===== src/rtl/fifo_threshold.sv =====
// Single-clock FIFO with programmable almost-full/almost-empty flags and sticky error.
// Define FIFO_FWFT_EN for first-word-fall-through reads; default is a registered read.
module fifo_threshold #(
    parameter int unsigned DATA_W = 6,
    parameter int unsigned ADDR_W = 3
) (
    input  logic              clk,
    input  logic              reset_L,
    input  logic              wr_en,
    input  logic [DATA_W-1:0] data_in,
    input  logic              rd_en,
    output logic [DATA_W-1:0] data_out,
    output logic              valid_out,
    input  logic [2:0]        sup_Threshold,
    input  logic [2:0]        inf_Threshold,
    output logic              empty,
    output logic              full,
    output logic              almost_full,
    output logic              almost_empty,
    output logic [ADDR_W:0]   count,
    output logic              error
);

    localparam int unsigned DEPTH = 2 ** ADDR_W;
    localparam int unsigned CNT_W = ADDR_W + 1;

    logic [DATA_W-1:0] mem [DEPTH];

    logic [ADDR_W-1:0] wr_ptr_q, wr_ptr_d;
    logic [ADDR_W-1:0] rd_ptr_q, rd_ptr_d;
    logic [CNT_W-1:0]  count_q, count_d;
    logic              error_q, error_d;

    logic              push_ok;
    logic              pop_ok;
    logic [CNT_W-1:0]  sup_ext;
    logic [CNT_W-1:0]  inf_ext;

    // Status flags come straight from the count register and live thresholds.
    always_comb begin
        sup_ext      = CNT_W'(sup_Threshold);
        inf_ext      = CNT_W'(inf_Threshold);
        empty        = (count_q == '0);
        full         = (count_q == CNT_W'(DEPTH));
        almost_full  = (sup_Threshold != 3'd0) && (count_q >= sup_ext);
        almost_empty = (count_q <= inf_ext);
        count        = count_q;
        error        = error_q;
    end

    // A full FIFO still accepts a push when a pop frees the slot on the same edge.
    always_comb begin
        push_ok = wr_en && (!full || rd_en);
        pop_ok  = rd_en && !empty;
    end

    always_comb begin
        wr_ptr_d = wr_ptr_q;
        rd_ptr_d = rd_ptr_q;
        count_d  = count_q;
        error_d  = error_q;

        if (push_ok) begin
            wr_ptr_d = wr_ptr_q + 1'b1;
        end
        if (pop_ok) begin
            rd_ptr_d = rd_ptr_q + 1'b1;
        end

        unique case ({push_ok, pop_ok})
            2'b10:   count_d = count_q + 1'b1;
            2'b01:   count_d = count_q - 1'b1;
            default: count_d = count_q;
        endcase

        if ((wr_en && !push_ok) || (rd_en && !pop_ok)) begin
            error_d = 1'b1;
        end
    end

    always_ff @(posedge clk or negedge reset_L) begin
        if (!reset_L) begin
            wr_ptr_q <= '0;
            rd_ptr_q <= '0;
            count_q  <= '0;
            error_q  <= 1'b0;
        end else begin
            wr_ptr_q <= wr_ptr_d;
            rd_ptr_q <= rd_ptr_d;
            count_q  <= count_d;
            error_q  <= error_d;
        end
    end

    // Storage is deliberately left out of reset; pointers define what is valid.
    always_ff @(posedge clk) begin
        if (push_ok) begin
            mem[wr_ptr_q] <= data_in;
        end
    end

`ifdef FIFO_FWFT_EN
    always_comb begin
        data_out  = mem[rd_ptr_q];
        valid_out = !empty;
    end
`else
    logic [DATA_W-1:0] data_out_q;
    logic              valid_out_q;

    always_ff @(posedge clk or negedge reset_L) begin
        if (!reset_L) begin
            data_out_q  <= '0;
            valid_out_q <= 1'b0;
        end else begin
            valid_out_q <= pop_ok;
            if (pop_ok) begin
                data_out_q <= mem[rd_ptr_q];
            end
        end
    end

    always_comb begin
        data_out  = data_out_q;
        valid_out = valid_out_q;
    end
`endif

endmodule


===== config.mk =====
export PLATFORM = sky130hd
export DESIGN_NAME = fifo_threshold
export DESIGN_NICKNAME = d
export VERILOG_FILES = /design/src/rtl/fifo_threshold.sv
export SDC_FILE = /design/constraint.sdc
export NUM_CORES = 1
export LEC_CHECK = 0
export ABC_AREA = 1
export BUFFER_PORTS_ARGS = -buffer_cell sky130_fd_sc_hd__clkbuf_2
export CAP_MARGIN = 20
export CORE_ASPECT_RATIO = 2
export CORE_MARGIN = 2
export CORE_UTILIZATION = 60
export CTS_BUF_LIST = sky130_fd_sc_hd__clkbuf_4 sky130_fd_sc_hd__clkbuf_8 sky130_fd_sc_hd__clkbuf_16
export DETAILED_ROUTE_END_ITERATION = 7
export PLACE_DENSITY_LB_ADDON = 0.12
export SLEW_MARGIN = 10
export SYNTH_ARGS = -nofsm -noshare
export SYNTH_HDL_FRONTEND = slang
export SYNTH_SLANG_ARGS = --single-unit

===== constraint.sdc =====
create_clock -name clk -period 4.1 [get_ports clk]
set_input_delay 0.205 -clock clk [delete_from_list [all_inputs] [get_ports clk]]
set_output_delay 0.205 -clock clk [all_outputs]
set_load 0.03 [all_outputs]

After elaboration in Yosys (flattened, before gate mapping)
Memory sizes are Yosys's and may differ from the RTL's. A register that Yosys moved wholly into a read port is not among the register bits.
Cells that the tools add are included.
Widths: inputs -> output; s select.
- flip-flop bits (word level): 12
- bits of input ports: 16
- word-level logic and storage cells: 33
- RAM bits: 48
- memories kept: 1
- output and inout port bits: 16
- mux-type cells: 3
- $lt $le $gt $ge: 2
- reductions and logical operators: 15
- equal/unequal tests: 3
- add/subtract/negate cells: 4
- memory list (name ; words ; bits a word ; read ports ; clocked after Yosys merged registers in ; write ports ; line ; RTL):
    mem ; 8 ; 6 ; 1 ; 1 ; 1 ; 27 ; logic [DATA_W-1:0] mem [DEPTH];
- operators by type and width (kind ; number):
    $pmux 4 s2 ; 1
    $add 3x1->3 const B ; 2
    $logic_and 1x1->1 ; 5
    $logic_not 1->1 ; 5
    $add 4x1->4 const B ; 1
    $eq 4x4->1 const B ; 1
    $ge 4x3->1 ; 1
    $le 4x3->1 ; 1
    $logic_not 4->1 ; 1
    $sub 4x1->4 const B ; 1
    $reduce_bool 3->1 ; 1
    $eq 2x1->1 const B ; 1
    $eq 2x2->1 const B ; 1
    $logic_or 1x1->1 ; 2
    $mux 1 ; 2
    $reduce_bool 2->1 ; 1

Depth between registers and ports, before layout
- depth in word-level cells: 7
- mapped depth: 14
- depth with buffers taken out: 13

Worst setup path after synthesis
No wires, ideal clock.
- path type: register to register
- start point: register count_q[1], in the netlist count[1]
- end point: register count_q[3], in the netlist count[3]
- cell stages (with the launch flop): 13
- library setup time: 117 ps
- required time: 3983 ps
- path slack: 1858 ps
- buffers on the path: 1
- clock period less this slack: 2242 ps
- arrival time: 2124 ps
- path through: dfrtp_1 nor2_2 nand3_2 nand2_4 inv_4 buf_12 ha_1 ha_1 or2_2 nand3_1 nand2_1 nand2_1 nand2_1
- elaborated cells on any way between the ends: 13
- classes of those cells: add/sub (2); eq/ne (3); mux (1); reduce/logical (7)
- RTL lines (item ; line ; RTL):
    from (decl) ; 31 ; logic [CNT_W-1:0] count_q, count_d;
    from (signal assigned) ; 90 ; count_q <= count_d;
    $logic_not 4->1 * ; 43 ; empty = (count_q == '0);
    $logic_not 1->1 * ; 54 ; pop_ok = rd_en && !empty;
    $logic_and 1x1->1 * ; 54 ;
    named net pop_ok ; 35 ; logic pop_ok;
    $eq 2x1->1 / $eq 2x2->1 (equally long branches) ; 70 ; unique case ({push_ok, pop_ok})
    $pmux 4 s2 / $reduce_bool 2->1 (equally long branches) ; - ;
The timed path passes the listed nets; every way through them passes the cells marked *.
A chain may end at the register's enable or synchronous reset.

Final worst setup path
- start point: register count_q[1], in the netlist count[1]
- end point: register count_q[3], in the netlist count[3]
- word-level cells in the longest chain between the ends: 6
- elaborated cells on any way between the ends: 13
- classes of those cells: add/sub (2); eq/ne (3); mux (1); reduce/logical (7)
- RTL lines (item ; line ; RTL):
    $eq 4x4->1 ; 44 ; full = (count_q == CNT_W'(DEPTH));
    $logic_not 1->1 ; 53 ; push_ok = wr_en && (!full || rd_en);
    $logic_or 1x1->1 ; 53 ;
    $logic_and 1x1->1 ; 53 ;
    $eq 2x1->1 / $eq 2x2->1 (equally long branches) ; 70 ;
    $pmux 4 s2 / $reduce_bool 2->1 (equally long branches) ; - ;
Parallel ways exist; a longest one is shown, timed or not.

==> summary.md <==
| Metric | Value |
|---|---|
| Total Power | about 2.5 mW |
| Syn_area_per_cell | 9.695 µm² |
| Detailed-route DRC error count | 0 |
| Worst reg-to-reg setup slack | 1.87 ns |
| Seq/Total Area, Yosys | 0.5986 |
| Die W | 55.32 µm |
| CP Launch Type | flop |
| TritonCTS buffer count | 9 |
| Layout cells sized above 1 | 0.1749 |
| PortBufs | 31 |
| Yosys reg bits | 66 |
| Mapped cell area | 3161 µm² |
| DP HPWL | 4.612 mm |
| LEAKAGE | 1.713 nW |
| Max-cap viol count | 0 |
| Vias post-DR | about 2200 |
| Fin. max-slew vios | 0 |
| Drt via density | ~5.2 |
| Crit path cell chain | nor2_2 > nand3_2 > nand2_4 > inv_4 > ha_1 > ha_1 > or2_2 > nand2_1 > nand3_1 > nand2_1 > nand2_1 > nand2_1 |
| Hold Path Class | in -> reg |
| Element type at the critical path end | flop |
| Slew HR | 0.4938 |
| Cell variety after synth | 29 |
| Initial antenna violation count | 0 |
| Ys async rst share | 0.2727 |
| Total GRT Usage | 0.2459 |
| I/O pin count | 32 |
| Crit-path most repeated cell | nand2_1 |
| CP Depth | 12 |
| Post-synth top area share | 0.4561 |
| Final Cell Area | 3515 µm² |
| Initial Util | 0.6206 |
| Final wirelength | 6.492 mm |
| FMAX | around 0.45 GHz |
| Area delta synth->final | 11.20% |
| First-pass GRT wire length | 10.52 mm |
| Worst VDD drop | 548.0 µV |
| Final min period | 2.225 ns |
| Reg clk slew, reported paths | 0.06 ns |
| Worst hold path stage count | 1 |
| Hold path startpoint | data_in[5] |
| Final nets | 389 |
| Core Box Area | just over 5000 µm² |
| Most area-consuming cells after synthesis | edfxtp_1 (46%), dfrtp_1 (14%), nand2_1 (12%) |
| Clk root buf | clkbuf_8 |
| Top_reg_cell synth | edfxtp_1 |
| Buf/Inv on CP | 1 |
| Crit share post-route | 0.5427 |
| RR Startpoint | count[1] |
| CTS Buffer Depth | 2 |
| Worst hold slack | 0.1492 ns |
| Avg WL per Cell | 15.31 µm |
| RSZ-0062 raised after global routing | false |
| WP data arrival | 2.50 ns |
| Final setup vio count | 0 |
| CTS tree | done |
| DRT antenna net count | 0 |
| Rows | 37 |
| Status | finished clean |
| Least-Margin Pin Slew | about 0.76 ns |
| Worst EP required | 4.37 ns |
| Placer Congestion | between 0.7 and 0.8 |
| Die ar. | a little under 6000 µm² |
| # resized after CTS | 0 |
| CP max stage delay | approximately 0.48 ns |
| PwrDens | 706.7 nW/µm² |
| Pre-antenna DRT Iters | 4 |
| Skew-Pair Late Insertion Delay | ~0.33 ns |
| Clock Sinks | 66 |
| Post-synth EDFFs | 48 |
| CP Launch Point | count[1] |
| Syn nets | 354 |
| Initial DRC count | 94 |
| Synth area leader | edfxtp_1 |
| Yosys warns | 0 |
| Slowest cell on crit path | dfrtp_1 |
| Cells after Synth | 326 |
| Worst reg2reg path depth | 12 |
| Hold Violations, Final | 0 |
| Placed cell area | around 3300 µm² |
| Die H | 106.6 µm |
| H-tree levels | 3 |
| Vias in the first global route | 2239 |
| Count leader, synth | nand2_1 |
| Post-synth top cells | nand2_1 (103), inv_1 (59), edfxtp_1 (48), nand3_1 (39), dfrtp_1 (18) |
| Total global routing overflow | 0 |
| Clk_skew | between 0.008 and 0.009 ns |
| Setup Crit Path Kind | reg -> reg |
| Largest net degree at the start of global routing | 27 |
| Top delay family on crit path | simple AND/OR/NAND/NOR gates |
| Antenna diodes | 0 |
| Crit Path Max Fanout | 12 |
| Pre-CTS WS | 1.895 ns |
| Setup TNS | 0 ns |
| Final worst slack | 1.875 ns |
-- sequential cells by signal, indices dropped and copies added, names as in the netlist --
name and cells:
wr_ptr_q 3, rd_ptr_q 3, data_out 6, count 4, valid_out 1, error 1, mem 48
-- final cells by class --
type                       instances  area (µm²)
inverter                          62       235.2
fill                             413        1578
clock buffer                      16       182.7
sequential                        66        1892
multi-input combinational        189       959.7
tap                               58       72.57
timing repair buffer              33       172.7
-- path summary, 6_finish.rpt --
path                               end
min reg2reg                data_out[5]
min                          mem[7][5]
max reg2reg                   count[3]
max in group asynchronous  wr_ptr_q[1]
max                           count[3]
min in group asynchronous    valid_out
-- worst reg2reg max path: stages, from the launching register on --
cell and delay [ns]:
dfrtp_1 0.48, nor2_2 0.20, nand3_2 0.12, nand2_4 0.14, inv_4 0.09, ha_1 0.24
ha_1 0.31, or2_2 0.29, nand2_1 0.07, nand3_1 0.07, nand2_1 0.06, nand2_1 0.04
nand2_1 0.04
-- cells by family (layout without fill, tap and decap cells) --
group / Yosys count / after routing / share of synthesized area
AOI/OAI and AO/OA: 11 / 11 / 0.01940
xor gates and xnor gates: 3 / 3 / 0.008315
DFF: 66 / 66 / 0.5986
buffers and inverters: 71 / 111 / 0.09778
adders and majority gates: 12 / 12 / 0.04988
and+or+nand+nor: 163 / 163 / 0.2261
-- routing by layer --
metal,wire (µm),GRT usage,part of all wire
met1,2343,0.2444,0.36
met2,3489,0.4354,0.54
met3,285,0.05428,0.044
met4,374,0.1829,0.058
met5,0,0,0
-- stage by stage --
step,cells,util
finish,424,0.6902
global route,424,0.6902
CTS,424,0.6902
detailed placement,407,0.6523
global placement,407,0.6523
floorplan,326,-
-- placed cells by master, fill, tap and decap left out --
cell type | netlist | routed
nand2_1 | 103 | 103
inv_1 | 59 | 59
edfxtp_1 | 48 | 48
nand3_1 | 39 | 39
clkbuf_2 | 0 | 31
dfrtp_1 | 18 | 18
ha_1 | 11 | 11
clkbuf_8 | 0 | 10
nor2_1 | 8 | 8
o21ai_0 | 7 | 7
clkbuf_4 | 0 | 6
nor2_2 | 5 | 5
inv_2 | 2 | 2
nand3_2 | 2 | 2
a21oi_1 | 2 | 2
xor2_1 | 2 | 2
nand2_4 | 1 | 1
inv_4 | 1 | 1
nand4_2 | 1 | 1
nand2_2 | 1 | 1
or2_4 | 1 | 1
nor4_1 | 1 | 1
o21ai_2 | 1 | 1
xnor2_1 | 1 | 1
or2_2 | 1 | 1
o211ai_1 | 1 | 1
fa_1 | 1 | 1
dlygate4sd3_1 | 0 | 1
buf_4 | 1 | 1
-- power by group --
group | internal (mW) | switching, mW
Clock | 0.278 | 0.215
Combinational | 0.309 | 0.687
Sequential | 0.865 | 0.129
Total | 1.45 | 1.03
-- timing repair --
action,in CTS,in global routing
hold buffers,1,0
endpoints found under the setup margin,0,0
hold endpoints to repair,18,0
buffers inserted,0,0
Note: power is estimated with default switching activity, not from simulation.
